## config.mk

```make
export PLATFORM = sky130hd
export DESIGN_NAME = id_ex_pipeline
export DESIGN_NICKNAME = d
export VERILOG_FILES = /design/src/rtl/id_ex_pipeline.sv
export SDC_FILE = /design/constraint.sdc
export NUM_CORES = 1
export LEC_CHECK = 0
export ABC_AREA = 1
export CORE_AREA = 2 2 157 159
export DETAILED_ROUTE_END_ITERATION = 16
export DIE_AREA = 0 0 159 161
export GPL_ROUTABILITY_DRIVEN = 0
export PLACE_DENSITY = 0.68
export SLEW_MARGIN = 20
export SYNTH_ARGS = -nofsm -noshare
export SYNTH_HDL_FRONTEND = slang
export SYNTH_SLANG_ARGS = --single-unit
```

## constraint.sdc

```tcl
create_clock -name clk -period 1.7 [get_ports clk]
set_input_delay 0.51 -clock clk [delete_from_list [all_inputs] [get_ports clk]]
set_output_delay 0.51 -clock clk [all_outputs]
set_load 0.005 [all_outputs]
```

## src/rtl/id_ex_pipeline.sv

```systemverilog
`default_nettype none
// +----------------------------------------------------------------------------+
// | Module   : id_ex_pipeline                                                  |
// | Purpose  : ID/EX pipeline register with load-use bubble insertion,         |
// |            EX stall hold, branch flush and a saturating bubble counter.    |
// | Revision : 1.0  initial release                                            |
// +----------------------------------------------------------------------------+
module id_ex_pipeline #(
  parameter int          CTRL_W     = 9,
  parameter logic [15:0] BUBBLE_MAX = 16'hFFFF
) (
  input  logic              clk,
  input  logic              rst,
  input  logic              id_valid,
  input  logic [31:0]       id_pc,
  input  logic [31:0]       id_pc_plus4,
  input  logic [31:0]       id_read_data1,
  input  logic [31:0]       id_read_data2,
  input  logic [31:0]       id_immediate,
  input  logic [4:0]        id_rs1,
  input  logic [4:0]        id_rs2,
  input  logic [4:0]        id_rd,
  input  logic [2:0]        id_func3,
  input  logic [4:0]        id_alu_control,
  input  logic [CTRL_W-1:0] id_ctrl,
  input  logic              flush,
  input  logic              ex_stall,
  output logic [31:0]       ex_pc,
  output logic [31:0]       ex_pc_plus4,
  output logic [31:0]       ex_read_data1,
  output logic [31:0]       ex_read_data2,
  output logic [31:0]       ex_immediate,
  output logic [4:0]        ex_rs1,
  output logic [4:0]        ex_rs2,
  output logic [4:0]        ex_rd,
  output logic [2:0]        ex_func3,
  output logic [4:0]        ex_alu_control,
  output logic [CTRL_W-1:0] ex_ctrl,
  output logic              ex_valid,
  output logic              hazard_stall,
  output logic              if_id_hold,
  output logic [15:0]       bubble_count
);

  // Bit position of MEM_READ inside the packed control bundle.
  localparam int c_mem_read_bit = 5;

  logic w_hazard;

  assign w_hazard = id_valid && ex_valid && ex_ctrl[c_mem_read_bit] &&
                    (ex_rd != 5'd0) && ((ex_rd == id_rs1) || (ex_rd == id_rs2));

  assign hazard_stall = w_hazard;
  assign if_id_hold   = w_hazard | ex_stall;

  // Reset, flush and bubble all clear the stage; only the bubble is counted.
  always_ff @(posedge clk) begin
    if (rst || flush || (!ex_stall && w_hazard)) begin
      ex_pc          <= '0;
      ex_pc_plus4    <= '0;
      ex_read_data1  <= '0;
      ex_read_data2  <= '0;
      ex_immediate   <= '0;
      ex_rs1         <= '0;
      ex_rs2         <= '0;
      ex_rd          <= '0;
      ex_func3       <= '0;
      ex_alu_control <= '0;
      ex_ctrl        <= '0;
      ex_valid       <= 1'b0;
    end else if (!ex_stall) begin
      ex_pc          <= id_pc;
      ex_pc_plus4    <= id_pc_plus4;
      ex_read_data1  <= id_read_data1;
      ex_read_data2  <= id_read_data2;
      ex_immediate   <= id_immediate;
      ex_rs1         <= id_rs1;
      ex_rs2         <= id_rs2;
      ex_rd          <= id_rd;
      ex_func3       <= id_func3;
      ex_alu_control <= id_alu_control;
      ex_ctrl        <= id_valid ? id_ctrl : '0;
      ex_valid       <= id_valid;
    end
  end

  always_ff @(posedge clk) begin
    if (rst) begin
      bubble_count <= 16'd0;
    end else if (!flush && !ex_stall && w_hazard && (bubble_count != BUBBLE_MAX)) begin
      bubble_count <= bubble_count + 16'd1;
    end
  end

endmodule
`default_nettype wire

```

-- After elaboration in Yosys (flattened, before gate mapping)
Cells that the tools add are included.
Widths: inputs -> output; s select.
- shift-type cells: 0
- $mul: 0
- magnitude comparators: 0
- bitwise operators: 1
- divide/modulo/power cells: 0
- reductions and logical operators: 14
- multiplexer cells: 1
- add/sub/neg operators: 1
- eq/ne operators: 3
- operators by type and width (cell ; number):
    $add 16x1->16 const B ; 1
    $ne 16x16->1 const B ; 1
    $eq 5x5->1 ; 2
    $mux 9 ; 1
    $logic_and 1x1->1 ; 8
    $reduce_bool 5->1 ; 1
    $logic_or 1x1->1 ; 3
    $logic_not 1->1 ; 2
    $or 1x1->1 ; 1
- memories: 0
- ROM bits: 0
- bits in registers: 209
- latch bits: 0
- bits in writable memories: 0
- output and inout bits: 211

-- Depth between registers and ports, before layout
Gate-level depths: netlist of run 1.
- word-level depth: 6
- gate-level depth with buffers: 13
- depth with buffers taken out: 13

-- Worst setup path before layout of run 1
Ideal clock, no wire load.
- path kind: input to output
- from: input ex_stall
- to: output if_id_hold
- slack: 0.042 ns
- data required time: 1.190 ns
- arrival: 1.148 ns
- stages: 4
- path through: clkbuf_1 > inv_2 > clkbuf_1 > nand2_1
- word-level cells in the longest chain between the ends: 1
- RTL lines (item ; line ; text):
    from (decl) ; 27 ; input logic ex_stall,
    $or 1x1->1 ; 54 ; assign if_id_hold = w_hazard | ex_stall;
    to (decl) ; 41 ; output logic if_id_hold,
No other way between the ends.

-- Worst setup path after layout of run 1
- from: register ex_rd[1]
- to: output if_id_hold
- word-level cells in the longest chain between the ends: 4
- RTL lines (item ; line ; text):
    from (decl) ; 35 ; output logic [4:0] ex_rd,
    from (signal assigned) ; 79 ; ex_rd <= id_rd;
    $eq 5x5->1 or $reduce_bool 5->1 (tied branches) ; 51 ; (ex_rd != 5'd0) && ((ex_rd == id_rs1) || (ex_rd == id_rs2));
    $logic_or 1x1->1 or $logic_and 1x1->1 (tied branches) ; 51, 50 ;
    $logic_and 1x1->1 (*) ; 51 ;
    $or 1x1->1 (*) ; 54 ;
Mark *: on every way between the ends. The rest lies on a longest branch, timed or not.

==> metrics, run 1 <==
Synth top area share 54.32%; slowest CP cell dfxtp_4; DRC errors left 0; fmax 0.4713 GHz; WHS Endpoint ex_rs2[3]; DPL Wire Length 19,700 microns; crit share post-route 124.8%; Worst R2R Path Depth 13; gr ovfl total 0; post-synth top area cell dfxtp_1; Fin. Hold Viols 0; R2R Setup Slk -0.26 ns; final cell count without fillers 1,836; starting DRC count in detailed routing 505; hold buffer count at cts 0; main flop type after synthesis dfxtp_1; Sequential Power Share 44.5%; Die X 159 microns; Design Area, Final 0.01487 sq mm; die area 0.02560 sq mm; row cnt 57; Overall Power 11.49 mW; largest net degree at the start of global routing 85; switching power 2.820 mW; Post-DP Area 0.01248 sq mm; Top cell by count, worst path nand2_2; CP max FO 3; Max Slew Vio Count 0; Seq cells post-synth 209; maximum root-to-sink buffer count 3; post-route antenna net violation count 0; most frequent cell after synthesis nand2_1; max-cap viol count 0; Vias 8,684; Pwr Density 772.7 mW/mm^2; Tot GR Track Use 23.09%; CP peak stage delay 0.36 ns; Chip Height 161 microns; Hold Crit Class reg -> reg; worst slew pin tran 0.4089 ns; number of distinct library cells after synthesis 23; Worst Path Arrival 1.61 ns; top cells by instance count after synthesis nand2_1, dfxtp_1, a21oi_1; Slew Limit Headroom 72.74%; Core Area 0.02396 sq mm; syn_nets 1,225; Mapped Avg Cell Area 7.500 sq um; maximum VDD drop 0.5754 mV; combinational share of power 15.7%; Syn. warnings 0; DRT Pass-1 Iters 5; r2r endpoint ex_read_data1[1]; Seq/Total Area, Yosys 54.32%; Crit. End Element output port; PortBufs 407; Area contributors post-synth dfxtp_1, nand2_1, a21oi_1, nor2_1, clkbuf_1; Num CTS Buffers 23; RSZ-0062 raised after global routing true; Post-synth EDFFs 0; Synth Instances 1,027; layout cells sized above 1 25.79%; final wirelength 31,350 microns; Root Driver clkbuf_16; critical path class reg -> out; Area growth syn-to-layout 93.05%; final core utilization 62.05%; first-pass GRT wire length 47,810 microns; hold depth 2; clock share of power 39.8%; Inserted Diodes 0; number of vias per cell 4.730; hold_sp ex_rs2[3]; Internal 8.670 mW; H-tree depth 1; later-pin clock latency in the skew report 0.50 ns; crit path cell chain buf_6 -> nand2_2 -> nand2_2 -> nor2_4 -> nand3_2 -> nand2_2 -> nand2_2 -> nand2_1 -> buf_2; Final nets 1,698; Post-synth ARST share 0%; worst reg2reg startpoint ex_rd[4]; CTS tree done; Setup violations, final 211; leakage 6.432 nW; IO Count 408; cell area after synthesis 0.007702 sq mm; Clock Skew 0.008428 ns; status complete, but fails checks; CTS sink cnt 209; failing checks negative setup slack; Crit path required time 1.19 ns; antenna violations before repair 0; vias in the first global route 8,730; CTS clock-pin slew for the worst setup and hold paths 0.06 ns; setup ws final -0.4218 ns; min Tclk post-route 2.122 ns; Initial Util 32.14%; post-DR wirelength/cell 17.08 microns; startpoint type of the worst setup path flip-flop; Net Sw Frac 24.54%; Placed Cells 1,751
[cells in the final DEF, fill, tap and decap left out, types with 7 or more instances in the layout]
cell	n
buf_8	7
clkbuf_1	9
dlygate4sd2_1	207
nor2_4	13
buf_6	20
a21oi_2	159
dfxtp_2	19
a21oi_4	11
buf_16	18
a22oi_1	9
nor2_2	18
clkdlybuf4s50_1	186
a21oi_1	9
buf_4	33
inv_1	21
nand2_2	8
dfxtp_1	186
nand2_1	415
nand3_1	8
nor2_1	48
buf_12	27
o21ai_0	12
clkbuf_16	24
[stage by stage]
stage / TNS, ns / setup WS, ns / hold slack [ns]
floorplan: 0 / 0.04227 / 0.4592
global placement: -137.16 / -0.9977 / 0.4474
detailed placement: -136.19 / -1.001 / 0.4517
CTS: -32.72 / -0.4228 / 0.4589
global route: -61.06 / -0.5395 / 0.4846
finish: -39.29 / -0.4218 / 0.4690
[critical path, delay by kind of cell, from the launching register on]
| kind | cells | cell delay (ns) |
|---|---|---|
| buffers and inverters | 2 | 0.22 |
| flip-flops | 1 | 0.36 |
| AND/OR/NAND/NOR | 7 | 0.53 |
[registers in the layout, summed over array words and instances, names as in the netlist, 3 cells and up]
register,count
ex_rs2,5
ex_read_data2,32
ex_pc,32
bubble_count,16
ex_ctrl,9
ex_read_data1,32
ex_immediate,32
ex_pc_plus4,32
ex_alu_control,5
ex_func3,3
ex_rd,5
ex_rs1,5
[worst max path at each step]
stage	slack [ns]	depth (start not counted)	end	startpoint
6_report	-0.42	9	if_id_hold	ex_rd[1]
5_1_grt	-0.54	9	if_id_hold	ex_rd[1]
4_1_cts	-0.42	9	if_id_hold	ex_rd[1]
3_5_place_dp	-1.00	10	if_id_hold	id_rs2[0]
3_3_place_gp	-1.0	10	if_id_hold	id_rs2[0]
2_1_floorplan	0.04	4	if_id_hold	ex_stall
[what timing repair did]
| action | in CTS | in global routing |
|---|---|---|
| setup endpoints to repair | 418 | 219 |
| gates cloned | 21 | 1 |
| resized for setup | 520 | 61 |
| pin swaps | 16 | 14 |
| buffers inserted | 25 | 5 |
[per-layer routing]
layer | vias up | share of wire (%) | global-route usage (%)
met2 | 337 | 49 | 40.40
met5 | - | 0 | 0
li1 | 4239 | - | -
met4 | 0 | 3.8 | 8.430
met1 | 4033 | 40 | 27.51
met3 | 75 | 7.3 | 5.804
[logic make-up after synthesis]
| kind of cell | Yosys count | synth area share, % |
|---|---|---|
| and+or+nand+nor | 522 | 26.20 |
| DFF | 209 | 54.32 |
| AOI/OAI and AO/OA | 201 | 13.39 |
| buffers and inverters | 92 | 5.702 |
| xor gates and xnor gates | 2 | 0.2275 |
| adders and majority gates | 1 | 0.1624 |
[power groups by stage]
stage | combinational (mW) | clock [mW] | sequential [mW]
2_1_floorplan | 0.450 | 0 | 5.24
3_3_place_gp | 1.43 | 0 | 5.22
3_5_place_dp | 1.44 | 0 | 5.22
4_1_cts | 1.76 | 4.67 | 5.11
5_1_grt | 1.93 | 4.88 | 5.13
6_report | 1.81 | 4.57 | 5.12
[layout make-up]
type                            count  area, sq um
Tap cell                          324        405.4
Multi-Input combinational cell    726         3993
Clock buffer                       35        650.6
Fill cell                        2079         9094
Sequential cell                   209         4223
Clock inverter                      2        10.01
Timing Repair Buffer              513         5479
Inverter                           27        108.9
No activity file was read; power rests on OpenSTA's default activity.
==> inputs of run 2 (changes only) <==
--- a/config.mk
+++ b/config.mk
@@ -6,6 +6,7 @@
 export NUM_CORES = 1
 export LEC_CHECK = 0
 export ABC_AREA = 1
+export CAP_MARGIN = 5
 export CORE_AREA = 2 2 157 159
 export DETAILED_ROUTE_END_ITERATION = 16
 export DIE_AREA = 0 0 159 161
==> results of run 2 <==
The final DEF is identical to that of run 1; final timing and power are the same.
